## src/rtl/pcler8_pkg.sv

```systemverilog
// Shared definitions for the pcler8 reloadable counter controller.
// Holds the controller FSM state encoding and the default counter width.
package pcler8_pkg;

  localparam int unsigned DEFAULT_WIDTH = 8;

  typedef enum logic [1:0] {
    IDLE = 2'd0,
    RUN  = 2'd1,
    DONE = 2'd2
  } state_t;

endpackage

```

## src/rtl/cnt8_next.sv

```systemverilog
// Next-count logic for pcler8_ctrl: priority mux (load > clr > count > hold),
// increment, all-ones detect and reload select on wrap.
// Ports:
//   load, clr, cnt_en  - per-cycle controls
//   frozen             - controller is in DONE, counting suppressed
//   count              - current registered count
//   load_data, reload  - parallel load value and current reload value
//   next_count_c       - value the count register takes on the next edge
//   wrap_c             - a wrap happens on the next edge
module cnt8_next
  import pcler8_pkg::*;
#(
  parameter int unsigned WIDTH = DEFAULT_WIDTH
) (
  input  logic             load,
  input  logic             clr,
  input  logic             cnt_en,
  input  logic             frozen,
  input  logic [WIDTH-1:0] count,
  input  logic [WIDTH-1:0] load_data,
  input  logic [WIDTH-1:0] reload,
  output logic [WIDTH-1:0] next_count_c,
  output logic             wrap_c
);

  logic all_ones_c;

  assign all_ones_c = &count;

  // Priority mux; an all-ones count takes the reload value instead of 0.
  always_comb begin
    next_count_c = count;
    wrap_c       = 1'b0;
    if (load) begin
      next_count_c = load_data;
    end else if (clr) begin
      next_count_c = '0;
    end else if (cnt_en && !frozen) begin
      if (all_ones_c) begin
        next_count_c = reload;
        wrap_c       = 1'b1;
      end else begin
        next_count_c = count + WIDTH'(1);
      end
    end
  end

endmodule

```

## src/rtl/pcler8_ctrl.sv

```systemverilog
// Reloadable up-counter controller with IDLE/RUN/DONE FSM.
// Ports:
//   clk, rst_n             - clock, async active-low reset
//   load, load_data        - parallel load (highest priority)
//   clr                    - synchronous clear
//   cnt_en                 - count-up enable
//   reload_we, reload_data - reload register write
//   count                  - registered count
//   tc                     - one-cycle pulse after each wrap
//   running                - FSM is in RUN
//   irq, irq_clr           - sticky wrap flag and its clear
// Build option: define PCLER8_CTRL_IRQ_EN to enable the irq flag; otherwise
// irq is tied low and irq_clr is ignored.
module pcler8_ctrl
  import pcler8_pkg::*;
#(
  parameter int unsigned      WIDTH      = DEFAULT_WIDTH,
  parameter logic [WIDTH-1:0] RELOAD_RST = '0,
  parameter bit               ONE_SHOT   = 1'b0
) (
  input  logic             clk,
  input  logic             rst_n,
  input  logic             load,
  input  logic             clr,
  input  logic             cnt_en,
  input  logic [WIDTH-1:0] load_data,
  input  logic             reload_we,
  input  logic [WIDTH-1:0] reload_data,
  output logic [WIDTH-1:0] count,
  output logic             tc,
  output logic             running,
  output logic             irq,
  input  logic             irq_clr
);

  state_t           state;
  state_t           state_next;
  logic [WIDTH-1:0] reload;
  logic [WIDTH-1:0] next_count_c;
  logic             wrap_c;

  cnt8_next #(
    .WIDTH (WIDTH)
  ) u_next (
    .load         (load),
    .clr          (clr),
    .cnt_en       (cnt_en),
    .frozen       (state == DONE),
    .count        (count),
    .load_data    (load_data),
    .reload       (reload),
    .next_count_c (next_count_c),
    .wrap_c       (wrap_c)
  );

  // State register.
  always_ff @(posedge clk or negedge rst_n) begin
    if (!rst_n) begin
      state <= IDLE;
    end else begin
      state <= state_next;
    end
  end

  // Next state; DONE is only entered on a wrap in one-shot builds.
  always_comb begin
    state_next = state;
    if (load || clr) begin
      state_next = IDLE;
    end else if (state == DONE) begin
      state_next = DONE;
    end else if (cnt_en) begin
      state_next = (wrap_c && ONE_SHOT) ? DONE : RUN;
    end else begin
      state_next = IDLE;
    end
  end

  // Datapath and status registers; reload write lands after a same-cycle wrap.
  always_ff @(posedge clk or negedge rst_n) begin
    if (!rst_n) begin
      count   <= '0;
      reload  <= RELOAD_RST;
      tc      <= 1'b0;
      running <= 1'b0;
    end else begin
      count   <= next_count_c;
      tc      <= wrap_c;
      running <= (state_next == RUN);
      if (reload_we) begin
        reload <= reload_data;
      end
    end
  end

`ifdef PCLER8_CTRL_IRQ_EN
  // Sticky flag: a set in the same cycle as a clear wins.
  always_ff @(posedge clk or negedge rst_n) begin
    if (!rst_n) begin
      irq <= 1'b0;
    end else begin
      irq <= tc | (irq & ~irq_clr);
    end
  end
`else
  logic unused_irq_clr;
  assign unused_irq_clr = irq_clr;
  assign irq            = 1'b0;
`endif

endmodule

```

## config.mk

```make
export PLATFORM = sky130hd
export DESIGN_NAME = pcler8_ctrl
export DESIGN_NICKNAME = d
export VERILOG_FILES = /design/src/rtl/pcler8_pkg.sv /design/src/rtl/cnt8_next.sv /design/src/rtl/pcler8_ctrl.sv
export SDC_FILE = /design/constraint.sdc
export NUM_CORES = 1
export LEC_CHECK = 0
export CORE_UTILIZATION = 40
export DETAILED_ROUTE_END_ITERATION = 6
export HOLD_SLACK_MARGIN = 0.15
export PLACE_DENSITY_LB_ADDON = 0.3
export SYNTH_ARGS = -nofsm -noshare
export SYNTH_HDL_FRONTEND = slang
export SYNTH_HIERARCHICAL = 1
export SYNTH_SLANG_ARGS = --single-unit
```

## constraint.sdc

```tcl
create_clock -name clk -period 1.8 [get_ports clk]
set_clock_uncertainty 0.15 [all_clocks]
set_input_delay 0.18 -clock clk [delete_from_list [all_inputs] [get_ports clk]]
set_output_delay 0.18 -clock clk [all_outputs]
set_load 0.02 [all_outputs]
```

### After elaboration in Yosys (flattened, before gate mapping)

Cells that the tools add are included.

| word-level totals | value |
|---|---|
| input port bits | 23 |
| bits in writable memories | 0 |
| logic and storage cells | 24 |
| output and inout bits | 11 |
| latch bits | 0 |
| bits in read-only memories | 0 |
| memories | 0 |
| register bits after elaboration | 20 |

| cells by class | value |
|---|---|
| shift operators | 0 |
| magnitude comparators | 0 |
| bitwise logic cells | 0 |
| add/sub/neg operators | 1 |
| mux-type cells | 11 |
| divide/modulo/power cells | 0 |
| eq/ne operators | 2 |
| reduce and logical (&&, ||, !) cells | 5 |
| $mul | 0 |

Operators with widths:

| kind | count |
|---|---|
| 8-bit 2-to-1 mux | 4 |
| 8-bit by 1-bit adder with 8-bit output, second input constant | 1 |
| 8-bit AND reduction | 1 |
| 1-bit 2-to-1 mux | 5 |
| 2-bit 2-to-1 mux | 2 |
| 3-bit nonzero test | 1 |
| 2-bit by 1-bit == test with 1-bit output, second input constant | 1 |
| 2-bit == test, second input constant | 1 |
| 1-bit logical AND | 1 |
| 1-bit logical NOT | 1 |
| 1-bit logical OR | 1 |

### Logic depth before layout (Yosys ltp)

| depth | value |
|---|---|
| depth in word-level cells | 6 |
| mapped depth | 5 |

### Cells and area by module

Netlist, hierarchy kept.

By module, submodules not included:

| module | times used | area each (um2) | cells each |
|---|---|---|---|
| pcler8_ctrl | 1 | 681.9 | 35 |
| cnt8_next | 1 | 370.4 | 54 |

### Least setup slack after synthesis

No wires, ideal clock.

| timing | value |
|---|---|
| path type | flip-flop to flip-flop |
| from | reg count[0] |
| to | reg count[5] |
| cell stages (with the launch flop) | 6 |
| arrival | 1,400 ps |
| path slack | 120 ps |
| library setup time | 130 ps |
| buffers on the path | 0 |
| period minus slack after synthesis | 1,680 ps |
| path through | dfrtp_1 -> ha_1 -> nand3_2 -> nor2_4 -> mux2i_1 -> o31ai_2 |

| between the ends | value |
|---|---|
| cells in the longest elaborated chain, start to end | 5 |

Ends and longest elaborated chain:

| what | RTL line | source |
|---|---|---|
| from (decl) | pcler8_ctrl.sv:29 | `output logic [WIDTH-1:0] count,` |
| from (signal assigned) | pcler8_ctrl.sv:87 | `count <= next_count_c;` |
| 8-bit by 1-bit adder with 8-bit output or 8-bit AND reduction (tied branches) | cnt8_next.sv:43, cnt8_next.sv:28 |  |
| 8-bit 2-to-1 mux (*) | cnt8_next.sv:39 | `if (all_ones_c) begin` |
| 8-bit 2-to-1 mux (*) | cnt8_next.sv:38 | `end else if (cnt_en && !frozen) begin` |
| 8-bit 2-to-1 mux (*) | cnt8_next.sv:36 | `end else if (clr) begin` |
| 8-bit 2-to-1 mux (*) | cnt8_next.sv:34 | `if (load) begin` |
| via next_count_c[5] | pcler8_ctrl.sv:39 | `logic [WIDTH-1:0] next_count_c;` |

Mark *: on every way through the listed nets, which the timed path passes. The rest lies on a longest branch. The select of a mux whose other input is x is not followed.
A chain may end at the register's enable or synchronous reset.

### Worst setup path in the final report

| timing | value |
|---|---|
| from | reg count[1] |
| to | out count[1] |

No word-level cell between the ends.

==> flow_results.xml <==
<?xml version="1.0" encoding="UTF-8"?>
<metrics>
  <group name="synth">
    <metric name="post-synth-top-count-cell" unit="">sky130_fd_sc_hd__dfrtp_1</metric>
    <metric name="synth-edff-count" unit="">0</metric>
    <metric name="most_instantiated_flip_flop_cell_in_the_synthesis_netlist" unit="">sky130_fd_sc_hd__dfrtp_1</metric>
    <metric name="post_synth.cell_area_avg" unit="um2">11.8</metric>
    <metric name="synth.ff_latch_count" unit="">20</metric>
    <metric name="synthDominantCellAreaShare" unit="">0.476</metric>
    <metric name="synth.net_count" unit="">113</metric>
    <metric name="seq_area_frac_synth" unit="">0.476</metric>
    <metric name="post_synth_num_cell_types" unit="">43</metric>
    <metric name="post_synth_most_frequent_cells" unit="">sky130_fd_sc_hd__dfrtp_1, sky130_fd_sc_hd__mux2_4, sky130_fd_sc_hd__nand2_1</metric>
    <metric name="async_reset_ff_frac" unit="">1.00</metric>
    <metric name="synthTopCellsByArea" unit="">sky130_fd_sc_hd__dfrtp_1, sky130_fd_sc_hd__mux2_4, sky130_fd_sc_hd__mux2i_1</metric>
    <metric name="synth_cells" unit="">89</metric>
    <metric name="synthesis.area" unit="um2">1050</metric>
    <metric name="yosysTopAreaCell" unit="">sky130_fd_sc_hd__dfrtp_1</metric>
    <metric name="yosysWarningCount" unit="">6</metric>
  </group>
  <group name="critical_path">
    <metric name="path_delay_family" unit="">buffers and inverters</metric>
    <metric name="worst_path_max_delay_cell" unit="">sky130_fd_sc_hd__clkdlybuf4s50_1</metric>
    <metric name="worstPathRequired" unit="ns">1.47</metric>
    <metric name="cp_launch_type" unit="">register</metric>
    <metric name="path_max_fanout" unit="">6</metric>
    <metric name="arrival" unit="ns">1.39</metric>
    <metric name="cp-end-kind" unit="">primary output</metric>
    <metric name="path_buf_inv" unit="">1</metric>
    <metric name="crit_chain" unit="">clkdlybuf4s50_1</metric>
    <metric name="critPathMaxStageDelay" unit="ns">0.65</metric>
    <metric name="timing_worst_setup_path_type" unit="">reg2out</metric>
  </group>
  <group name="power_and_ir_drop">
    <metric name="sw_frac_of_total" unit="">0.266</metric>
    <metric name="seqPwrFrac" unit="">0.549</metric>
    <metric name="leakagePower" unit="uW">0.000627</metric>
    <metric name="worst_ir_drop_vdd" unit="mV">0.408</metric>
    <metric name="clkPwrFrac" unit="">0.215</metric>
    <metric name="netSwitchingPower" unit="uW">251</metric>
    <metric name="pwr_density_cell" unit="nW/um2">646</metric>
    <metric name="combPwrFrac" unit="">0.236</metric>
    <metric name="internal-power" unit="uW">693</metric>
  </group>
  <group name="drt">
    <metric name="wl_per_cell" unit="um">14.7</metric>
    <metric name="drc" unit="">0</metric>
    <metric name="drt_pass1_iterations" unit="">4</metric>
    <metric name="detail_route.iter0.violations" unit="">18</metric>
    <metric name="route.antenna.remaining_nets" unit="">0</metric>
    <metric name="vias" unit="">856</metric>
    <metric name="routed_via_density" unit="">5.45</metric>
    <metric name="detail_route.wirelength" unit="mm">2.30</metric>
  </group>
  <group name="sta">
    <metric name="layout_min_cycle_time" unit="ns">1.72</metric>
    <metric name="layout_setup_ws" unit="ns">0.0811</metric>
    <metric name="fmax" unit="GHz">0.582</metric>
    <metric name="fin_setup_tns" unit="ns">0</metric>
    <metric name="final_min_period_over_clock_period" unit="">0.955</metric>
    <metric name="hold-worst-slack" unit="ns">0.299</metric>
    <metric name="report.final.setup_viol" unit="">0</metric>
    <metric name="unrepaired_setup_endpoints_after_global_routing" unit="">false</metric>
    <metric name="report.final.slew_viol_count" unit="">0</metric>
    <metric name="hold_viol" unit="">0</metric>
  </group>
  <group name="final_layout">
    <metric name="antenna-diode-count" unit="">0</metric>
    <metric name="share_of_cells_above_drive_strength_1" unit="">0.197</metric>
    <metric name="nets" unit="">153</metric>
    <metric name="fillCellCount" unit="">219</metric>
    <metric name="final-seq-area" unit="um2">502</metric>
    <metric name="flow.area_growth_from_synthesis" unit="%">38.9</metric>
    <metric name="multiInputGateArea" unit="um2">526</metric>
    <metric name="finalInstanceArea" unit="um2">1460</metric>
  </group>
  <group name="die">
    <metric name="initial_utilization" unit="">0.425</metric>
    <metric name="core-area" unit="um2">2480</metric>
    <metric name="dieArea" unit="um2">2840</metric>
    <metric name="row_count" unit="">18</metric>
    <metric name="die_height" unit="um">53.3</metric>
    <metric name="num_io_pins" unit="">34</metric>
    <metric name="dieWidth" unit="um">53.3</metric>
  </group>
  <group name="global_route">
    <metric name="globalRouteTotalUtil" unit="">0.187</metric>
    <metric name="grt_pass1_wl" unit="mm">3.82</metric>
    <metric name="number_of_antenna_violations_at_the_first_check_in_global_routing" unit="">0</metric>
    <metric name="grt.overflow.total" unit="">0</metric>
    <metric name="grt_max_degree" unit="">21</metric>
    <metric name="number_of_global_route_vias_before_repair" unit="">887</metric>
  </group>
  <group name="status">
    <metric name="status" unit="">completed</metric>
  </group>
  <group name="placed_design">
    <metric name="placed_cell_areas" unit="um2">1420</metric>
    <metric name="gp_congestion" unit="">0.854</metric>
    <metric name="dp_slack" unit="ns">0.0836</metric>
    <metric name="place.detailed.hpwl" unit="mm">1.73</metric>
    <metric name="port_buffers" unit="">31</metric>
  </group>
  <group name="cts">
    <metric name="cts_root_buf" unit="">sky130_fd_sc_hd__clkbuf_4</metric>
    <metric name="ctsLongestPathBuffers" unit="">2</metric>
    <metric name="htree_levels" unit="">1</metric>
    <metric name="clkTransAtPathRegs" unit="ns">0.11</metric>
    <metric name="numCtsBuffers" unit="">3</metric>
    <metric name="cts_tree" unit="">built</metric>
    <metric name="number_of_clock_sinks" unit="">20</metric>
    <metric name="worstSkewPairLatency" unit="ns">0.29</metric>
  </group>
  <group name="hold_path">
    <metric name="timing.hold.worst.class" unit="">in2reg</metric>
  </group>
  <group name="job">
    <metric name="max_cap_violations" unit="">0</metric>
  </group>
</metrics>
-- cells by family after synthesis --
kind of cell    share of synthesized area
mux                                 0.153
other cells                       0.00356
xor+xnor                           0.0166
flops                               0.476
simple gates                        0.164
fa+ha+maj                          0.0119
buf+inv                            0.0250
compound gates                      0.150
-- final timing paths --
path | startpoint | end | slack, ns | cells past startpoint
max reg2reg | count[1]$_DFF_PN0_ | count[5]$_DFF_PN0_ | 0.09 | 5
max in group asynchronous | rst_n | count[2]$_DFF_PN0_ | 0.65 | 3
min in group asynchronous | rst_n | reload[3]$_DFFE_PN0P_ | 0.62 | 3
min reg2reg | reload[7]$_DFFE_PN0P_ | reload[7]$_DFFE_PN0P_ | 0.37 | 1
max | count[1]$_DFF_PN0_ | count[1] | 0.08 | 1
min | load_data[2] | count[2]$_DFF_PN0_ | 0.30 | 3
-- per-layer routing --
metal	vias to the layer above	wire (um)	GRT usage
met5	-	0	0
met4	0	19	0.0702
li1	409	-	-
met2	26	1120	0.319
met3	2	162	0.0460
met1	419	999	0.223
-- sequential cells by signal (all words and copies together), names as in the netlist --
register and cells:
state 2, count 8, running 1, reload 8
tc 1
-- stage by stage --
step	instances	utilization	total power, uW
after CTS	157	0.588	961
after global placement	153	0.574	744
after detailed placement	153	0.574	748
after global routing	157	0.590	996
after floorplan	89	-	630
final	157	0.590	944
-- repair_timing --
action,4_1_cts,5_1_grt
gates resized for setup,1,2
endpoints found under the hold margin,20,0
setup endpoints to repair,1,2
gates cloned,0,0
setup buffers,0,0
hold buffers,1,0
-- placed cells by master, fill, tap and decap left out, types with 2 or more instances in the layout --
cell type                         instances
sky130_fd_sc_hd__dlymetal6s2s_1           2
sky130_fd_sc_hd__buf_4                    6
sky130_fd_sc_hd__dfrtp_1                 19
sky130_fd_sc_hd__a22o_1                   2
sky130_fd_sc_hd__a31oi_1                  2
sky130_fd_sc_hd__a21oi_1                  2
sky130_fd_sc_hd__mux2i_1                  3
sky130_fd_sc_hd__nor3_1                   3
sky130_fd_sc_hd__nor2_1                   2
sky130_fd_sc_hd__clkdlybuf4s50_1         29
sky130_fd_sc_hd__a22oi_1                  3
sky130_fd_sc_hd__o21ai_1                  3
sky130_fd_sc_hd__mux2_4                   8
sky130_fd_sc_hd__clkbuf_4                 3
sky130_fd_sc_hd__nand2_1                  8
sky130_fd_sc_hd__nor4b_1                  2
-- final cells by class --
cell class	instances	share of cell area
Clock buffer	3	0.0154
Inverter	1	0.00257
Multi-Input combinational cell	65	0.360
Sequential cell	20	0.343
Tap cell	30	0.0257
Timing Repair Buffer	38	0.253
-- power groups by stage --
stage,Combinational (uW),Clock (uW),Sequential (uW)
after floorplan,91.4,0,539
after global placement,218,0,525
after detailed placement,222,0,526
after CTS,226,217,518
after global routing,242,232,523
final,223,203,518
No activity file was read; power rests on OpenSTA's default activity.
